**src/rtl/mul_seq_disp_pkg.sv**
```systemverilog
// Shared types and seven-segment constants for the sequential multiplier display block.
// Segment codes are active-low with dp off: bit7 = dp, bits6..0 = g..a.
package mul_seq_disp_pkg;

    typedef enum logic [1:0] {
        IDLE = 2'd0,
        CALC = 2'd1,
        DONE = 2'd2
    } state_e;

    localparam logic [7:0] SEG_0 = 8'hC0;
    localparam logic [7:0] SEG_1 = 8'hF9;
    localparam logic [7:0] SEG_2 = 8'hA4;
    localparam logic [7:0] SEG_3 = 8'hB0;
    localparam logic [7:0] SEG_4 = 8'h99;
    localparam logic [7:0] SEG_5 = 8'h92;
    localparam logic [7:0] SEG_6 = 8'h82;
    localparam logic [7:0] SEG_7 = 8'hF8;
    localparam logic [7:0] SEG_8 = 8'h80;
    localparam logic [7:0] SEG_9 = 8'h90;
    localparam logic [7:0] SEG_A = 8'h88;
    localparam logic [7:0] SEG_B = 8'h83;
    localparam logic [7:0] SEG_C = 8'hC6;
    localparam logic [7:0] SEG_D = 8'hA1;
    localparam logic [7:0] SEG_E = 8'h86;
    localparam logic [7:0] SEG_F = 8'h8E;

    localparam logic [7:0] SEG_BLANK = 8'hFF;

    function automatic logic [7:0] hex_to_seg(input logic [3:0] nibble);
        logic [7:0] code;
        case (nibble)
            4'h0:    code = SEG_0;
            4'h1:    code = SEG_1;
            4'h2:    code = SEG_2;
            4'h3:    code = SEG_3;
            4'h4:    code = SEG_4;
            4'h5:    code = SEG_5;
            4'h6:    code = SEG_6;
            4'h7:    code = SEG_7;
            4'h8:    code = SEG_8;
            4'h9:    code = SEG_9;
            4'hA:    code = SEG_A;
            4'hB:    code = SEG_B;
            4'hC:    code = SEG_C;
            4'hD:    code = SEG_D;
            4'hE:    code = SEG_E;
            default: code = SEG_F;
        endcase
        return code;
    endfunction

endpackage

```
**src/rtl/mul_seq_disp_seg7_hex.sv**
```systemverilog
// Combinational hex-to-seven-segment decoder, active-low outputs, with a blank override.
module seg7_hex
    import mul_seq_disp_pkg::*;
(
    input  logic [3:0] nibble,
    input  logic       blank,
    output logic [7:0] seg
);

    always_comb begin
        seg = blank ? SEG_BLANK : hex_to_seg(nibble);
    end

endmodule

```
**src/rtl/mul_seq_disp.sv**
```systemverilog
// Shift-add sequential multiplier whose latched product is scanned across a
// multiplexed common-anode hex display with optional leading-zero blanking.
module mul_seq_disp
    import mul_seq_disp_pkg::*;
#(
    parameter int WIDTH    = 4,
    parameter int DIGITS   = 2,
    parameter int SCAN_DIV = 50000,
    parameter bit BLANK_LZ = 1'b0
) (
    input  logic                 clk,
    input  logic                 rst_n,
    input  logic [WIDTH-1:0]     a,
    input  logic [WIDTH-1:0]     b,
    input  logic                 start,
    output logic                 busy,
    output logic                 done,
    output logic [2*WIDTH-1:0]   product,
    output logic [7:0]           seg,
    output logic [DIGITS-1:0]    en
);

    localparam int PW     = 2 * WIDTH;
    localparam int NIB_W  = 4 * DIGITS;
    localparam int CNT_W  = $clog2(WIDTH);
    localparam int DIG_W  = (DIGITS > 1) ? $clog2(DIGITS) : 1;
    localparam int SCAN_W = $clog2(SCAN_DIV);

    state_e              state_q, state_d;
    logic [PW-1:0]       mcand_q, mcand_d;
    logic [WIDTH-1:0]    mplier_q, mplier_d;
    logic [PW-1:0]       acc_q, acc_d;
    logic [CNT_W-1:0]    cnt_q, cnt_d;
    logic [PW-1:0]       product_q, product_d;

    logic [SCAN_W-1:0]   scan_cnt_q, scan_cnt_d;
    logic [DIG_W-1:0]    dig_q, dig_d;
    logic [DIGITS-1:0]   en_q, en_d;
    logic [7:0]          seg_q, seg_d;

    logic [NIB_W-1:0]    prod_ext;
    logic [3:0]          cur_nibble;
    logic                cur_blank;
    logic                scan_last;

    // NOTE: every always_comb output gets a default first so no path infers a latch.
    always_comb begin
        state_d   = state_q;
        mcand_d   = mcand_q;
        mplier_d  = mplier_q;
        acc_d     = acc_q;
        cnt_d     = cnt_q;
        product_d = product_q;
        case (state_q)
            IDLE: begin
                if (start) begin
                    state_d  = CALC;
                    mcand_d  = {{WIDTH{1'b0}}, a};
                    mplier_d = b;
                    acc_d    = '0;
                    cnt_d    = '0;
                end
            end
            CALC: begin
                if (mplier_q[0]) begin
                    acc_d = acc_q + mcand_q;
                end
                mcand_d  = mcand_q << 1;
                mplier_d = mplier_q >> 1;
                cnt_d    = cnt_q + 1'b1;
                // Product is loaded on entry to DONE so it is valid alongside the done pulse.
                if (cnt_q == CNT_W'(WIDTH - 1)) begin
                    state_d   = DONE;
                    product_d = acc_d;
                end
            end
            DONE:    state_d = IDLE;
            default: state_d = IDLE;
        endcase
    end

    always_comb begin
        prod_ext           = '0;
        prod_ext[PW-1:0]   = product_q;
        scan_last          = (scan_cnt_q == SCAN_W'(SCAN_DIV - 1));
        scan_cnt_d         = scan_last ? '0 : scan_cnt_q + 1'b1;
        dig_d              = dig_q;
        if (scan_last) begin
            dig_d = (dig_q == DIG_W'(DIGITS - 1)) ? '0 : dig_q + 1'b1;
        end
        cur_nibble         = prod_ext[{dig_q, 2'b00} +: 4];
        // A digit is blank when it and every more significant nibble are zero.
        cur_blank          = BLANK_LZ && (dig_q != '0) && ((prod_ext >> {dig_q, 2'b00}) == '0);
        en_d               = '1;
        en_d[dig_q]        = 1'b0;
    end

    seg7_hex u_seg7_hex (
        .nibble (cur_nibble),
        .blank  (cur_blank),
        .seg    (seg_d)
    );

    // NOTE: sequential state uses non-blocking assignments so all flops update from pre-edge values.
    always_ff @(posedge clk or negedge rst_n) begin
        if (!rst_n) begin
            state_q    <= IDLE;
            mcand_q    <= '0;
            mplier_q   <= '0;
            acc_q      <= '0;
            cnt_q      <= '0;
            product_q  <= '0;
            scan_cnt_q <= '0;
            dig_q      <= '0;
            en_q       <= {{(DIGITS-1){1'b1}}, 1'b0};
            seg_q      <= SEG_0;
        end else begin
            state_q    <= state_d;
            mcand_q    <= mcand_d;
            mplier_q   <= mplier_d;
            acc_q      <= acc_d;
            cnt_q      <= cnt_d;
            product_q  <= product_d;
            scan_cnt_q <= scan_cnt_d;
            dig_q      <= dig_d;
            en_q       <= en_d;
            seg_q      <= seg_d;
        end
    end

    assign busy    = (state_q != IDLE);
    assign done    = (state_q == DONE);
    assign product = product_q;
    assign seg     = seg_q;
    assign en      = en_q;

endmodule
```
**config.mk**
```make
export PLATFORM = sky130hd
export DESIGN_NAME = mul_seq_disp
export DESIGN_NICKNAME = d
export VERILOG_FILES = /design/src/rtl/mul_seq_disp_pkg.sv /design/src/rtl/mul_seq_disp_seg7_hex.sv /design/src/rtl/mul_seq_disp.sv
export SDC_FILE = /design/constraint.sdc
export NUM_CORES = 1
export LEC_CHECK = 0
export CORE_UTILIZATION = 63
export CTS_BUF_LIST = sky130_fd_sc_hd__clkbuf_4 sky130_fd_sc_hd__clkbuf_8
export DETAILED_ROUTE_END_ITERATION = 12
export GPL_ROUTABILITY_DRIVEN = 0
export GPL_TIMING_DRIVEN = 0
export PLACE_DENSITY = 0.83
export SKIP_CTS_REPAIR_TIMING = 1
export SLEW_MARGIN = 30
export SYNTH_ARGS = -nofsm -noshare
export SYNTH_HDL_FRONTEND = slang
export SYNTH_SLANG_ARGS = --single-unit
```
**constraint.sdc**
```tcl
create_clock -name clk -period 3.31 [get_ports clk]
set_input_delay 0.331 -clock clk [delete_from_list [all_inputs] [get_ports clk]]
set_output_delay 0.331 -clock clk [all_outputs]
set_load 0.01 [all_outputs]
```
==> run metrics <==
status=finished, violations left; failing checks=design-rule violations; Global Route Usage Sum=around 28%; Layout Skew=about 6.4 ps; DIE WIDTH=just over 70 um; worst-margin pin slew=approximately 700 ps; final setup violation count=0; vias in the first global route=roughly 2300; CTS max path bufs=2; worst min-delay path class=reg -> reg; Pwr per Cell Area=811.0 mW/mm^2; Max Cap Viol=0; worst-skew pair later-pin latency=~340 ps; #FFs+latches synth=between 50 and 60; Hold Path Sink=en[0]$_DFF_PN0_; number of enable flip-flop cells after synthesis=0; hold wc startpoint=dig_q$_DFFE_PN0N_; Arrival @ worst endpoint=roughly 1900 ps; first drt pass iteration count=10; Hold Vio Cnt, Final=0; Critical Path RT=2980 ps; syn nets=317; maximum VDD drop=between 0.6 and 0.7 mV; Most used DFF post-synth=dfrtp_1; RSZ-0062 raised after global routing=no; routed length per instance=16.55 um; cells after synthesis=290; Worst Hold Path Cells=0; GRT Residual Overflow=0; Achievable Freq=between 400 and 500 MHz; vias per cell=about 6; Worst Setup End Kind=primary output; CP startpoint kind=flip-flop; net switching power=1.066 mW; total number of vias=2341; post-route clock period utilization=between 60% and 70%; sequential-to-total area share from yosys stat=between 40 and 50%; clk sink count=58; Cell Area, Synth=approximately 0.0030 mm^2; nets=359; Final Critical Period=about 2200 ps; Initial DRC Count=~120; initial antenna violation count=0; FP Rows=24; final core utilization=80.12%; Die Area=around 0.0050 mm^2; n_diodes=0; # IOs=31; Core Area=0.004444 mm^2; Yosys warnings=0; hpwl dp=~4.4 mm; CTS H-tree lvls=3; Internal=about 1.8 mW; largest fanout on the critical path=10; first-pass GRT wire length=10.87 mm; Worst-path clk slew=60 ps; R2R setup slack=1170 ps; layout cells sized above 1=under 10%; Die Height=roughly 71 um; starting density of the core=around two thirds; Residual DRC=4; Avg Cell Area, Syn=~10 um^2; sequential share of power=a little over a third; Synth async-reset ratio=100.0%; CTS buffer count=9; share of power burned in the clock network=24.1%; synth unique cells=45; r2r startpoint=mcand_q[0]$_DFFE_PN0P_; P_leak=around 1.7 nW; TritonCTS clock tree=yes; TNS Setup=0 ps; Crit Path Class=reg -> out; Tot Pwr=between 2 and 3 mW; Crit Reg-Reg Endpoint=product[6]$_DFFE_PN0P_; post-route ant nets=0; Sw Ratio=between 30% and 40%; Worst Reg-to-Reg Cells=7; Clock Root Buffer=clkbuf_8; Post-Route WL=between 6 and 7 mm; largest net degree at the start of global routing=31; Port Buffers=29; area grow syn2layout=20.19%; Worst slew margin=a little over half; Logic pwr share=about two fifths; fin. max-slew vios=0; filler instances=about 300
-- cell families after synthesis --
kind of cell / count (synthesis) / synth area share (%)
AO/OA/AOI/OAI: 72 / 15.84
multiplexers: 11 / 3.801
adder cells (fa/ha/maj): 16 / 7.010
flip-flops: 58 / 49.07
buffers and inverters: 17 / 2.365
AND/OR/NAND/NOR: 95 / 15.88
XOR/XNOR: 20 / 5.912
other: 1 / 0.1266
-- area by class of cell --
cell class	count	area, um^2	area share (%)
sequential	58	1454	40.83
inverter	8	30.03	0.8433
buffer	9	40.04	1.124
clock inverter	2	35.03	0.9838
tap	52	65.06	1.827
timing repair buffer	31	317.8	8.925
multi-input combinational	215	1439	40.41
clock buffer	14	180.2	5.060
-- critical path, stage by stage, from the launching register on --
cell and delay, ps:
dfrtp_1 430, clkbuf_1 370, nor2b_1 180, clkdlybuf4s50_1 540
-- flip-flops by register name, summed over array words and instances (netlist names) --
signal,count
mcand_q,8
dig_q,1
state_q,2
en,2
scan_cnt_q,16
acc_q,8
seg,7
mplier_q,4
cnt_q,2
product,8
-- per-stage QoR --
step           std cells  hold slack (ps)  setup slack (ps)  area, um^2
2_1_floorplan        290            35.41              1387        2963
3_3_place_gp         371            352.9             147.1        3318
3_5_place_dp         372            281.6              1220        3336
4_1_cts              388           -69.80              1104        3551
5_1_grt              389            398.1              1023        3561
6_report             389            372.5              1120        3561
-- layout by cell type (no fill, tap or decap), types with 3 or more instances in the layout --
cell type        netlist  final
o21ai_0               18     18
clkbuf_1               6      6
and3_1                 5      5
nor3_1                 4      4
a22oi_1                6      6
nand2_1               29     29
xor2_1                13     13
nor2_1                23     23
dfrtp_1               56     56
mux2i_1                9      9
nor2b_1               11     11
xnor2_1                7      7
inv_1                  8      8
clkdlybuf4s50_1        0     28
a31oi_1                3      3
a22o_1                10     10
ha_1                  15     15
clkbuf_8               0     12
nand4_1                4      4
a21oi_1               18     18
nand3_1               10     10
-- worst max path at each step --
stage	start	endpoint	slack (ps)	cells past startpoint
6_report	state_q[1]$_DFFE_PN0P_	done	1120	3
5_1_grt	state_q[1]$_DFFE_PN0P_	done	1020	3
4_1_cts	state_q[1]$_DFFE_PN0P_	done	1100	3
3_5_place_dp	mcand_q[0]$_DFFE_PN0P_	product[6]$_DFFE_PN0P_	1220	7
3_3_place_gp	rst_n	product[0]$_DFFE_PN0P_	150	1
2_1_floorplan	mcand_q[0]$_DFFE_PN0P_	product[6]$_DFFE_PN0P_	1390	7
-- cell usage after synthesis, drive strengths merged (3+ instances only) --
library cell | number | area share (%)
clkbuf | 6 | 0.76
a22o | 10 | 3.0
nor2 | 23 | 2.9
a21oi | 20 | 3.6
dfrtp | 56 | 47
and3 | 5 | 1.1
a22oi | 6 | 1.5
xnor2 | 7 | 2.1
mux2i | 9 | 3.0
ha | 15 | 6.3
nand3 | 11 | 2.0
o21ai | 19 | 3.3
nand4 | 4 | 0.84
nor2b | 11 | 2.3
inv | 8 | 1.0
a31oi | 3 | 0.63
nand2 | 29 | 3.7
a21o | 3 | 0.80
xor2 | 13 | 3.8
nor3 | 5 | 1.2
buf | 3 | 0.59
-- power groups by stage --
stage                     combinational, mW  clock [mW]  sequential, mW
after CTS                              1.13       0.696            1.05
final                                  1.14       0.697            1.05
after global placement                 1.06           0            1.05
after floorplan                       0.703           0            1.06
after global routing                   1.25       0.734            1.08
after detailed placement               1.10           0            1.06
-- routing by layer --
metal | track usage (%) | up-vias | part of all wire [%]
li1 | - | 1117 | -
met1 | 35.88 | 1153 | 44
met2 | 46.71 | 56 | 51
met3 | 8.405 | 15 | 3.8
met4 | 11.56 | 0 | 2.0
met5 | 0 | - | 0
Power figures use the tool's default switching activity.
